===== config.mk =====
export PLATFORM = sky130hd
export DESIGN_NAME = updown_bounce_counter
export DESIGN_NICKNAME = d
export VERILOG_FILES = /design/src/rtl/arch_defs_pkg.sv /design/src/rtl/udc_step_alu.sv /design/src/rtl/updown_bounce_counter.sv
export SDC_FILE = /design/constraint.sdc
export NUM_CORES = 1
export LEC_CHECK = 0
export BUFFER_PORTS_ARGS = -buffer_cell sky130_fd_sc_hd__buf_2
export CORE_ASPECT_RATIO = 0.7
export CORE_UTILIZATION = 55
export CTS_BUF_LIST = sky130_fd_sc_hd__clkbuf_8
export CTS_CLUSTER_DIAMETER = 30
export CTS_CLUSTER_SIZE = 24
export DETAILED_ROUTE_END_ITERATION = 12
export PLACE_DENSITY = 0.76
export SLEW_MARGIN = 40
export SYNTH_ARGS = -nofsm -noshare
export SYNTH_HDL_FRONTEND = slang
export SYNTH_SLANG_ARGS = --single-unit

===== constraint.sdc =====
create_clock -name clk -period 5.17 [get_ports clk]
set_input_delay 0.2585 -clock clk [delete_from_list [all_inputs] [get_ports clk]]
set_output_delay 0.2585 -clock clk [all_outputs]
set_load 0.005 [all_outputs]

===== src/rtl/arch_defs_pkg.sv =====
// Shared definitions for the up/down/bounce counter peripheral.
//   DATA_WIDTH      default width of count, limits and load value
//   UDC_* constants encoding of the mode input
//   counter_mode_t  operating mode
//   bounce_state_t  direction/dwell state used in BOUNCE mode
package arch_defs_pkg;

  localparam int unsigned DATA_WIDTH = 8;

  localparam logic [1:0] UDC_UP_WRAP   = 2'd0;
  localparam logic [1:0] UDC_DOWN_WRAP = 2'd1;
  localparam logic [1:0] UDC_SATURATE  = 2'd2;
  localparam logic [1:0] UDC_BOUNCE    = 2'd3;

  typedef enum logic [1:0] {
    MODE_UP_WRAP   = UDC_UP_WRAP,
    MODE_DOWN_WRAP = UDC_DOWN_WRAP,
    MODE_SATURATE  = UDC_SATURATE,
    MODE_BOUNCE    = UDC_BOUNCE
  } counter_mode_t;

  typedef enum logic [1:0] {
    BS_UP       = 2'd0,
    BS_DOWN     = 2'd1,
    BS_DWELL_HI = 2'd2,
    BS_DWELL_LO = 2'd3
  } bounce_state_t;

endpackage


===== src/rtl/udc_step_alu.sv =====
// Combinational step arithmetic for updown_bounce_counter.
// Ports:
//   count_i, step_i, lo_i, hi_i  current count, step and inclusive limits
//   load_val_i                   value to be clamped for a load
//   up_i                         1 = evaluate an upward step, 0 = downward
//   nxt_c_o                      count +/- step (valid only when !over_c_o)
//   over_c_o                     step would pass beyond the limit in the travel direction
//   reach_c_o                    step would reach or pass the limit
//   oor_c_o                      count lies outside [lo, hi]
//   clamp_cnt_c_o, clamp_ld_c_o  count / load_val clamped into [lo, hi]
module udc_step_alu
  import arch_defs_pkg::*;
#(
  parameter int unsigned WIDTH  = DATA_WIDTH,
  parameter int unsigned STEP_W = 4
) (
  input  logic [WIDTH-1:0]  count_i,
  input  logic [STEP_W-1:0] step_i,
  input  logic [WIDTH-1:0]  lo_i,
  input  logic [WIDTH-1:0]  hi_i,
  input  logic [WIDTH-1:0]  load_val_i,
  input  logic              up_i,
  output logic [WIDTH-1:0]  nxt_c_o,
  output logic              over_c_o,
  output logic              reach_c_o,
  output logic              oor_c_o,
  output logic [WIDTH-1:0]  clamp_cnt_c_o,
  output logic [WIDTH-1:0]  clamp_ld_c_o
);

  localparam int unsigned XW = WIDTH + 1;

  logic [XW-1:0]    cnt_x;
  logic [XW-1:0]    step_x;
  logic [XW-1:0]    lo_x;
  logic [XW-1:0]    hi_x;
  logic [XW-1:0]    sum_x;
  logic [XW-1:0]    lo_step_x;
  logic [WIDTH-1:0] diff;

  function automatic logic [WIDTH-1:0] clamp(input logic [WIDTH-1:0] v,
                                             input logic [WIDTH-1:0] lo,
                                             input logic [WIDTH-1:0] hi);
    if (v < lo)      return lo;
    else if (v > hi) return hi;
    else             return v;
  endfunction

  // Extra headroom bit keeps count+step and lo+step from aliasing.
  assign cnt_x     = XW'(count_i);
  assign step_x    = XW'(step_i);
  assign lo_x      = XW'(lo_i);
  assign hi_x      = XW'(hi_i);
  assign sum_x     = cnt_x + step_x;
  assign lo_step_x = lo_x + step_x;
  assign diff      = count_i - WIDTH'(step_i);

  assign nxt_c_o   = up_i ? sum_x[WIDTH-1:0] : diff;
  // Downward tests compare against lo+step so count-step never underflows.
  assign over_c_o  = up_i ? (sum_x > hi_x)  : (cnt_x < lo_step_x);
  assign reach_c_o = up_i ? (sum_x >= hi_x) : (cnt_x <= lo_step_x);
  assign oor_c_o   = (count_i < lo_i) || (count_i > hi_i);

  assign clamp_cnt_c_o = clamp(count_i, lo_i, hi_i);
  assign clamp_ld_c_o  = clamp(load_val_i, lo_i, hi_i);

endmodule


===== src/rtl/updown_bounce_counter.sv =====
// Multi-mode up/down counter: wrap up, wrap down, saturate and bounce
// (ping-pong with optional dwell at each limit), runtime limits and step.
// Optional feature macro: UDC_CYCLE_COUNT_EN (adds target/cycles/done).
// Ports:
//   clk, reset          clock (rising edge), asynchronous active-high reset
//   en, load, load_val  advance strobe, load strobe (wins over en), load value
//   mode, dir           counter_mode_t, direction for SATURATE (1 = up)
//   lo_lim, hi_lim      inclusive limits
//   step                increment per enabled cycle
//   count, dir_up       registered count and direction
//   turn                one-cycle pulse on wrap or bounce reversal
//   cfg_err             registered, high while lo_lim > hi_lim
//   target, cycles, done  (UDC_CYCLE_COUNT_EN only) cycle counting and stop
module updown_bounce_counter
  import arch_defs_pkg::*;
#(
  parameter int unsigned WIDTH     = DATA_WIDTH,
  parameter int unsigned STEP_W    = 4,
  parameter int unsigned DWELL     = 0,
  parameter int unsigned RESET_VAL = 0
) (
  input  logic              clk,
  input  logic              reset,
  input  logic              en,
  input  logic              load,
  input  logic [WIDTH-1:0]  load_val,
  input  logic [1:0]        mode,
  input  logic              dir,
  input  logic [WIDTH-1:0]  lo_lim,
  input  logic [WIDTH-1:0]  hi_lim,
  input  logic [STEP_W-1:0] step,
  output logic [WIDTH-1:0]  count,
  output logic              dir_up,
  output logic              turn,
  output logic              cfg_err
`ifdef UDC_CYCLE_COUNT_EN
  ,
  input  logic [7:0]        target,
  output logic [7:0]        cycles,
  output logic              done
`endif
);

  localparam int unsigned DW_W = (DWELL > 1) ? $clog2(DWELL) : 1;
  localparam logic [DW_W-1:0] DWELL_LAST = (DWELL > 0) ? DW_W'(DWELL - 1) : '0;

  logic [WIDTH-1:0] count_q, count_d;
  logic             dir_up_q, dir_up_d;
  logic             turn_q, turn_d;
  logic             cfg_err_q;
  bounce_state_t    state_q, state_d;
  logic [DW_W-1:0]  dwell_q, dwell_d;

  counter_mode_t    mode_c;
  logic             cfg_bad_c;
  logic             run_c;
  logic             alu_up_c;

  logic [WIDTH-1:0] nxt_c;
  logic             over_c;
  logic             reach_c;
  logic             oor_c;
  logic [WIDTH-1:0] clamp_cnt_c;
  logic [WIDTH-1:0] clamp_ld_c;

`ifdef UDC_CYCLE_COUNT_EN
  logic [7:0]       cycles_q, cycles_d;
  logic             done_q, done_d;
  logic             cyc_evt_c;
`endif

  assign mode_c    = counter_mode_t'(mode);
  assign cfg_bad_c = lo_lim > hi_lim;

`ifdef UDC_CYCLE_COUNT_EN
  assign run_c = en & ~done_q;
`else
  assign run_c = en;
`endif

  // Travel direction presented to the step ALU.
  always_comb begin
    alu_up_c = 1'b1;
    case (mode_c)
      MODE_UP_WRAP:   alu_up_c = 1'b1;
      MODE_DOWN_WRAP: alu_up_c = 1'b0;
      MODE_SATURATE:  alu_up_c = dir;
      MODE_BOUNCE:    alu_up_c = (state_q == BS_UP);
      default:        alu_up_c = 1'b1;
    endcase
  end

  udc_step_alu #(
    .WIDTH  (WIDTH),
    .STEP_W (STEP_W)
  ) u_alu (
    .count_i       (count_q),
    .step_i        (step),
    .lo_i          (lo_lim),
    .hi_i          (hi_lim),
    .load_val_i    (load_val),
    .up_i          (alu_up_c),
    .nxt_c_o       (nxt_c),
    .over_c_o      (over_c),
    .reach_c_o     (reach_c),
    .oor_c_o       (oor_c),
    .clamp_cnt_c_o (clamp_cnt_c),
    .clamp_ld_c_o  (clamp_ld_c)
  );

  // Next-state logic: invalid limits > load > enabled step > hold.
  always_comb begin
    count_d  = count_q;
    dir_up_d = dir_up_q;
    turn_d   = 1'b0;
    state_d  = state_q;
    dwell_d  = dwell_q;
`ifdef UDC_CYCLE_COUNT_EN
    cyc_evt_c = 1'b0;
`endif
    if (cfg_bad_c) begin
      // Everything frozen until the limits are valid again.
    end else if (load) begin
      count_d = clamp_ld_c;
      state_d = dir_up_q ? BS_UP : BS_DOWN;
      dwell_d = '0;
    end else if (run_c) begin
      case (mode_c)
        MODE_UP_WRAP:   dir_up_d = 1'b1;
        MODE_DOWN_WRAP: dir_up_d = 1'b0;
        MODE_SATURATE:  dir_up_d = dir;
        default:        dir_up_d = dir_up_q;
      endcase
      // Outside BOUNCE the FSM tracks dir_up so re-entry starts the right way
      // and any pending dwell is dropped.
      if (mode_c != MODE_BOUNCE) begin
        state_d = dir_up_d ? BS_UP : BS_DOWN;
        dwell_d = '0;
      end
      if (oor_c) begin
        count_d = clamp_cnt_c;
      end else if (step != '0) begin
        case (mode_c)
          MODE_UP_WRAP: begin
            if (over_c) begin
              count_d = lo_lim;
              turn_d  = 1'b1;
`ifdef UDC_CYCLE_COUNT_EN
              cyc_evt_c = 1'b1;
`endif
            end else begin
              count_d = nxt_c;
            end
          end
          MODE_DOWN_WRAP: begin
            if (over_c) begin
              count_d = hi_lim;
              turn_d  = 1'b1;
`ifdef UDC_CYCLE_COUNT_EN
              cyc_evt_c = 1'b1;
`endif
            end else begin
              count_d = nxt_c;
            end
          end
          MODE_SATURATE: begin
            if (over_c) count_d = dir ? hi_lim : lo_lim;
            else        count_d = nxt_c;
          end
          default: begin
            case (state_q)
              BS_UP: begin
                if (reach_c) begin
                  count_d = hi_lim;
                  turn_d  = 1'b1;
                  if (DWELL > 0) begin
                    state_d = BS_DWELL_HI;
                  end else begin
                    state_d  = BS_DOWN;
                    dir_up_d = 1'b0;
                  end
                end else begin
                  count_d = nxt_c;
                end
              end
              BS_DOWN: begin
                if (reach_c) begin
                  count_d = lo_lim;
                  turn_d  = 1'b1;
`ifdef UDC_CYCLE_COUNT_EN
                  cyc_evt_c = 1'b1;
`endif
                  if (DWELL > 0) begin
                    state_d = BS_DWELL_LO;
                  end else begin
                    state_d  = BS_UP;
                    dir_up_d = 1'b1;
                  end
                end else begin
                  count_d = nxt_c;
                end
              end
              BS_DWELL_HI: begin
                if (dwell_q == DWELL_LAST) begin
                  state_d  = BS_DOWN;
                  dir_up_d = 1'b0;
                  dwell_d  = '0;
                end else begin
                  dwell_d = dwell_q + DW_W'(1);
                end
              end
              default: begin
                if (dwell_q == DWELL_LAST) begin
                  state_d  = BS_UP;
                  dir_up_d = 1'b1;
                  dwell_d  = '0;
                end else begin
                  dwell_d = dwell_q + DW_W'(1);
                end
              end
            endcase
          end
        endcase
      end
    end
  end

  // Core state registers.
  always_ff @(posedge clk or posedge reset) begin
    if (reset) begin
      count_q   <= WIDTH'(RESET_VAL);
      dir_up_q  <= 1'b1;
      turn_q    <= 1'b0;
      cfg_err_q <= 1'b0;
      state_q   <= BS_UP;
      dwell_q   <= '0;
    end else begin
      count_q   <= count_d;
      dir_up_q  <= dir_up_d;
      turn_q    <= turn_d;
      cfg_err_q <= cfg_bad_c;
      state_q   <= state_d;
      dwell_q   <= dwell_d;
    end
  end

  assign count   = count_q;
  assign dir_up  = dir_up_q;
  assign turn    = turn_q;
  assign cfg_err = cfg_err_q;

`ifdef UDC_CYCLE_COUNT_EN
  // Completed-cycle counter; done latches until load or reset.
  always_comb begin
    cycles_d = cycles_q;
    done_d   = done_q;
    if (!cfg_bad_c && load) begin
      cycles_d = '0;
      done_d   = 1'b0;
    end else begin
      if (cyc_evt_c && (cycles_q != 8'hFF)) cycles_d = cycles_q + 8'd1;
      if ((target != 8'd0) && (cycles_d == target)) done_d = 1'b1;
    end
  end

  always_ff @(posedge clk or posedge reset) begin
    if (reset) begin
      cycles_q <= '0;
      done_q   <= 1'b0;
    end else begin
      cycles_q <= cycles_d;
      done_q   <= done_d;
    end
  end

  assign cycles = cycles_q;
  assign done   = done_q;
`endif

endmodule


* Yosys cells after proc, flatten, opt, wreduce, memory -nomap -nowiden
Cells that the tools add are included.
Cells by class: $add $sub $neg 4, multiply operators 0, div/mod/pow operators 0, order comparisons 9, equal/unequal tests 7, shift operators 0, mux-type cells 62, bitwise gates (word level) 2, reductions and logical operators 13
Operators by type and width (count):
- 8-bit 2-to-1 mux | 15
- 1-bit 2-to-1 mux | 30
- 8-bit greater-than comparator | 3
- 8-bit case mux with 3 select lines | 1
- 2-bit 2-to-1 mux | 10
- 8-bit by 4-bit adder with 9-bit output | 2
- 8-bit less-than comparator | 2
- 8-bit case mux with 2 select lines | 1
- 9-bit by 8-bit >= comparator with 1-bit output | 1
- 9-bit by 8-bit greater-than comparator with 1-bit output | 1
- 8-bit by 9-bit <= comparator with 1-bit output | 1
- 8-bit by 9-bit less-than comparator with 1-bit output | 1
- 8-bit by 4-bit subtractor with 8-bit output | 1
- 7-bit nonzero test | 1
- 2-bit == test, second input constant | 3
- 1-bit case mux with 3 select lines | 2
- 2-bit case mux with 3 select lines | 1
- 5-bit AND reduction | 1
- 2-bit by 1-bit == test with 1-bit output, second input constant | 2
- 2-bit logical NOT | 2
- 4-bit by 2-bit inequality test with 1-bit output, second input constant | 1
- 1-bit case mux with 4 select lines | 1
- 4-bit nonzero test | 1
- 2-bit OR reduction | 2
- other kinds (10) | 11
Word-level totals: flip-flop bits (word level) 14, bits in latches 0, memory bits (writable) 0, bits in read-only memories 0, input port bits 35, output and inout bits 11, logic and storage cells 103, memories 0

* Depth between registers and ports, before layout
depth after elaboration 14, mapped depth 18, mapped depth without buffers 16

* Modules after synthesis
A second synthesis with hierarchy kept.
Second synthesis, totals: cells, all modules 492, area, all modules 3910.0 µm²
Modules (own cells, without submodules):
- udc_step_alu | instances 1, cells an instance 322, area each 2452.4 µm², seq. area each 0.0 µm²
- updown_bounce_counter | instances 1, cells an instance 170, area each 1457.6 µm², seq. area each 351.6 µm²

* Worst setup path before layout
Ideal clock, no wire load.
path kind flip-flop to flip-flop, start register count_q[3], in the netlist count[3], end register count_q[6], in the netlist count[6], setup time 125 ps, arrival time 3549 ps, data required time 5045 ps, slack 1496 ps, stages on the path, launching flop included 15, buffers on the path 1, period minus slack after synthesis 3674 ps, cells stage by stage dfrtp_1 ha_1 clkbuf_1 o41ai_1 and3_1 xor2_1 ha_1 a21oi_1 nand2_1 a311oi_2 a22oi_4 mux2i_1 a221o_1 a41oi_1 a21oi_1
On the way: word-level cells in the longest chain between the ends 10, elaborated cells between the ends (all ways) 28, those cells by class add/sub (2); order compare (6); eq/ne (1); mux (15); reduce/logical (4)
Ends and longest elaborated chain:
- from (decl) | line updown_bounce_counter.sv:47 | logic [WIDTH-1:0] count_q, count_d;
- from (signal assigned) | line updown_bounce_counter.sv:231 | count_q <= WIDTH'(RESET_VAL);
- from (signal assigned) | line updown_bounce_counter.sv:238 | count_q <= count_d;
- 8-bit by 4-bit adder with 9-bit output | line udc_step_alu.sv:54 | assign sum_x = cnt_x + step_x;
- 9-bit by 8-bit >= comparator with 1-bit output | line udc_step_alu.sv:61 | assign reach_c_o = up_i ? (sum_x >= hi_x) : (cnt_x <= lo_step_x);
- 1-bit 2-to-1 mux | line udc_step_alu.sv:61
- 8-bit 2-to-1 mux (on tied branches) | line updown_bounce_counter.sv:187, updown_bounce_counter.sv:173
- 8-bit case mux with 2 select lines | line updown_bounce_counter.sv:171 | case (state_q)
- 8-bit case mux with 3 select lines | line updown_bounce_counter.sv:143 | case (mode_c)
- 8-bit 2-to-1 mux | line updown_bounce_counter.sv:142 | end else if (step != '0) begin
- 8-bit 2-to-1 mux | line updown_bounce_counter.sv:140 | if (oor_c) begin
- 8-bit 2-to-1 mux | line updown_bounce_counter.sv:127 | end else if (run_c) begin
- 8-bit 2-to-1 mux | line updown_bounce_counter.sv:123 | end else if (load) begin
Several ways; a longest one is shown, not always the timed one. The select of a mux whose other input is x is not followed. A chain may end at the register's enable or synchronous reset.

* Worst setup path after layout
start register count_q[3], in the netlist count[3], end register count_q[0], in the netlist count[0]
Same word-level chain as after synthesis.

==> impl_metrics.py <==
metrics = {
    "run_status": {
        "status": "finished clean",
    },
    "synthesis": {
        "yosys_warnings": 0,
        "yosys_most_used_dff": "dfrtp_1",
        "syn_nets": 563,
        "synth_area_um2": 3590,
        "synth-seq-cells": 14,
        "yosysUniqueCellTypes": 77,
        "syn_area_per_cell_um2": 7.82,
        "synth-seq-area-share_pct": 9.79,
        "synth_edf_count": 0,
        "synthCells": 459,
        "async_reset_ff_share_pct": 100,
    },
    "worst_setup_path": {
        "cp_data_arrival_time_ns": 4.53,
        "cpPeakStageDelay_ns": 0.71,
        "crit_type": "flip-flop to flip-flop",
        "required_ns": 5.29,
        "crit_slowest_cell": "o41ai_1",
        "cp_max_fo": 14,
        "crit_path_end_kind": "flip-flop",
        "crit_top_cell": "ha_1",
        "worstPathCellList": "ha_1 > o41ai_1 > and3_1 > xor2_1 > ha_1 > and3_2 > nand3_1 > o211ai_1 > a22oi_2 > buf_4 > mux2i_1 > a221o_1 > o2111ai_1 > a31oi_1",
        "crit_path_start_kind": "flip-flop",
    },
    "clocking": {
        "postCtsSetupBuffers": 0,
        "clockBufferDepth": 2,
        "cts-resized-gates": 0,
        "root_buffer": "clkbuf_8",
        "clk_latency_ns": 0.26,
        "htree_levels": 1,
        "cts_tree": "done",
        "numCtsBuffers": 3,
        "clock-sinks": 14,
        "cts_hold_buf": 0,
        "clk_pin_slew_worst_paths_ns": 0.07,
    },
    "placed_design": {
        "placed_cells": 566,
        "dp_hpwl_um": 9340,
        "portBuffers": 45,
        "dpl_cell_area_um2": 3790,
        "pre_cts_ws_ns": 0.871,
        "globalplace.congestion": 0.985,
    },
    "die": {
        "die_w_um": 98.6,
        "rows": 24,
        "die_h_um": 69.6,
        "start_util_pct": 57.2,
        "top_level_ports": 46,
        "core_um2": 6280,
        "die-area_um2": 6860,
    },
    "final_layout": {
        "antenna_cells": 0,
        "layout.cells.non_filler": 570,
        "nets": 597,
        "layout_commonest_cell": "ha_1",
        "drive_above_1_share_pct": 13.8,
        "final_area_um2": 3850,
        "fin_util_pct": 61.3,
        "area_delta_synth_final_pct": 7.21,
        "num-fill-cells": 563,
        "most-common-layout-cells": "66 x ha_1, 45 x buf_2, 39 x nand2_1, 38 x a21oi_1, 34 x inv_1",
    },
    "timing": {
        "fin_crit_sh_pct": 85.3,
        "finalHoldViolCount": 0,
        "fmax_ghz": 0.227,
        "worst_slew_pin_slew_ns": 0.715,
        "clock_skew_ns": 0.00912,
        "finalCriticalPeriod_ns": 4.41,
        "setup_viol": 0,
        "finalMaxSlewViolations": 0,
        "setup-tns-final_ns": 0,
        "holdWs_ns": 0.0433,
        "fin_ws_ns": 0.760,
        "rsz0062_at_grt": "no",
        "slew_headroom_pct": 52.4,
    },
    "routing": {
        "via_per_inst": 6.90,
        "drc_errors": 0,
        "routedWlPerCell_um": 21.0,
        "ant_nets": 0,
        "wl_um": 12000,
        "drtIter0Drc": 399,
        "firstDrtPassIters": 5,
        "num_vias": 3935,
    },
    "global_routing": {
        "overflow": 0,
        "grt_usage_pct": 35.7,
        "grt_pass1_wl_um": 19100,
        "antenna_found_initial": 0,
        "grt_max_degree": 21,
        "grt_pass1_vias": 3631,
    },
    "hold_path": {
        "min_path_type": "primary input to asynchronous set/reset pin",
    },
    "power_and_ir_drop": {
        "irDropWorstVdd_v": 0.000297,
        "power_density_nw_per_um2": 418,
        "p_total_mw": 1.61,
        "leakagePower_nw": 1.79,
    },
    "flow_run": {
        "cap_violations": 0,
    },
}
==> path summary, 6_finish.rpt <==
check	from	end	slack, ns	depth (start not counted)
hold / removal	reset	count[5]	0.04	2
hold reg to reg	dwell_q	dwell_q	0.57	1
max in group asynchronous	reset	dwell_q	4.74	2
setup / recovery	count[3]	count[0]	0.76	14
min in group clk	load_val[5]	count[5]	0.36	3
setup reg to reg	count[3]	count[0]	0.76	14
==> critical path: cells and delay by family, from the launching register on <==
family	cells	cell delay [ns]
AO/OA/AOI/OAI	6	1.91
adder cells (fa/ha/maj)	2	0.75
AND/OR/NAND/NOR	3	0.58
flip-flops	1	0.49
buffers and inverters	1	0.27
XOR/XNOR	1	0.16
multiplexers	1	0.08
==> kinds of logic after synthesis <==
group,share of synthesized area (%)
AO/OA/AOI/OAI,34.8
AND/OR/NAND/NOR,15.9
adder cells (fa/ha/maj),24.7
buffers and inverters,7.35
XOR/XNOR,4.39
flip-flops,9.79
multiplexers,3.07
==> registers in the layout (all words and copies together) (netlist names) <==
| name | cells |
|---|---|
| cfg_err | 1 |
| count | 8 |
| dir_up | 1 |
| dwell_q | 1 |
| state_q | 2 |
| turn | 1 |
==> report_power, final <==
| group | leakage, nW | switching, mW | total [mW] | internal, mW |
|---|---|---|---|---|
| registers | 0.166 | 0.110 | 0.252 | 0.143 |
| clock network | 0.0288 | 0.0435 | 0.111 | 0.0677 |
| logic | 1.60 | 0.736 | 1.25 | 0.510 |
| total | 1.79 | 0.889 | 1.61 | 0.720 |
==> Yosys cell counts, types with 6 or more instances <==
cell type,count,share of area [%]
a21o_1,9,1.9
a21oi_1,38,5.3
a22oi_1,6,1.3
a31oi_1,10,1.7
clkbuf_1,7,0.73
dfrtp_1,13,9.1
ha_1,66,23
inv_1,34,3.6
mux2i_1,11,3.1
nand2_1,39,4.1
nand3_1,16,2.2
nand4_1,7,1.2
nor2_1,27,2.8
nor2b_1,8,1.4
o211ai_1,22,4.6
o21a_1,7,1.5
o21ai_0,27,3.8
o22ai_1,8,1.4
xnor2_1,10,2.4
xor2_1,8,2.0
==> layout make-up <==
type	instances	area, µm²	share of cell area (%)
timing repair buffer	46	233	6.04
inverter	35	131	3.41
sequential	14	352	9.13
tap	78	97.6	2.53
multi-input combinational	393	2980	77.4
clock buffer	4	55.1	1.43
==> routing by layer <==
metal	up-vias	GRT usage (%)	part of all wire, %
met5	-	0	0
met4	0	8.46	2.2
met3	30	5.54	11
met2	256	55.6	43
met1	1833	51.5	44
li1	1816	-	-
Power figures use the tool's default switching activity.
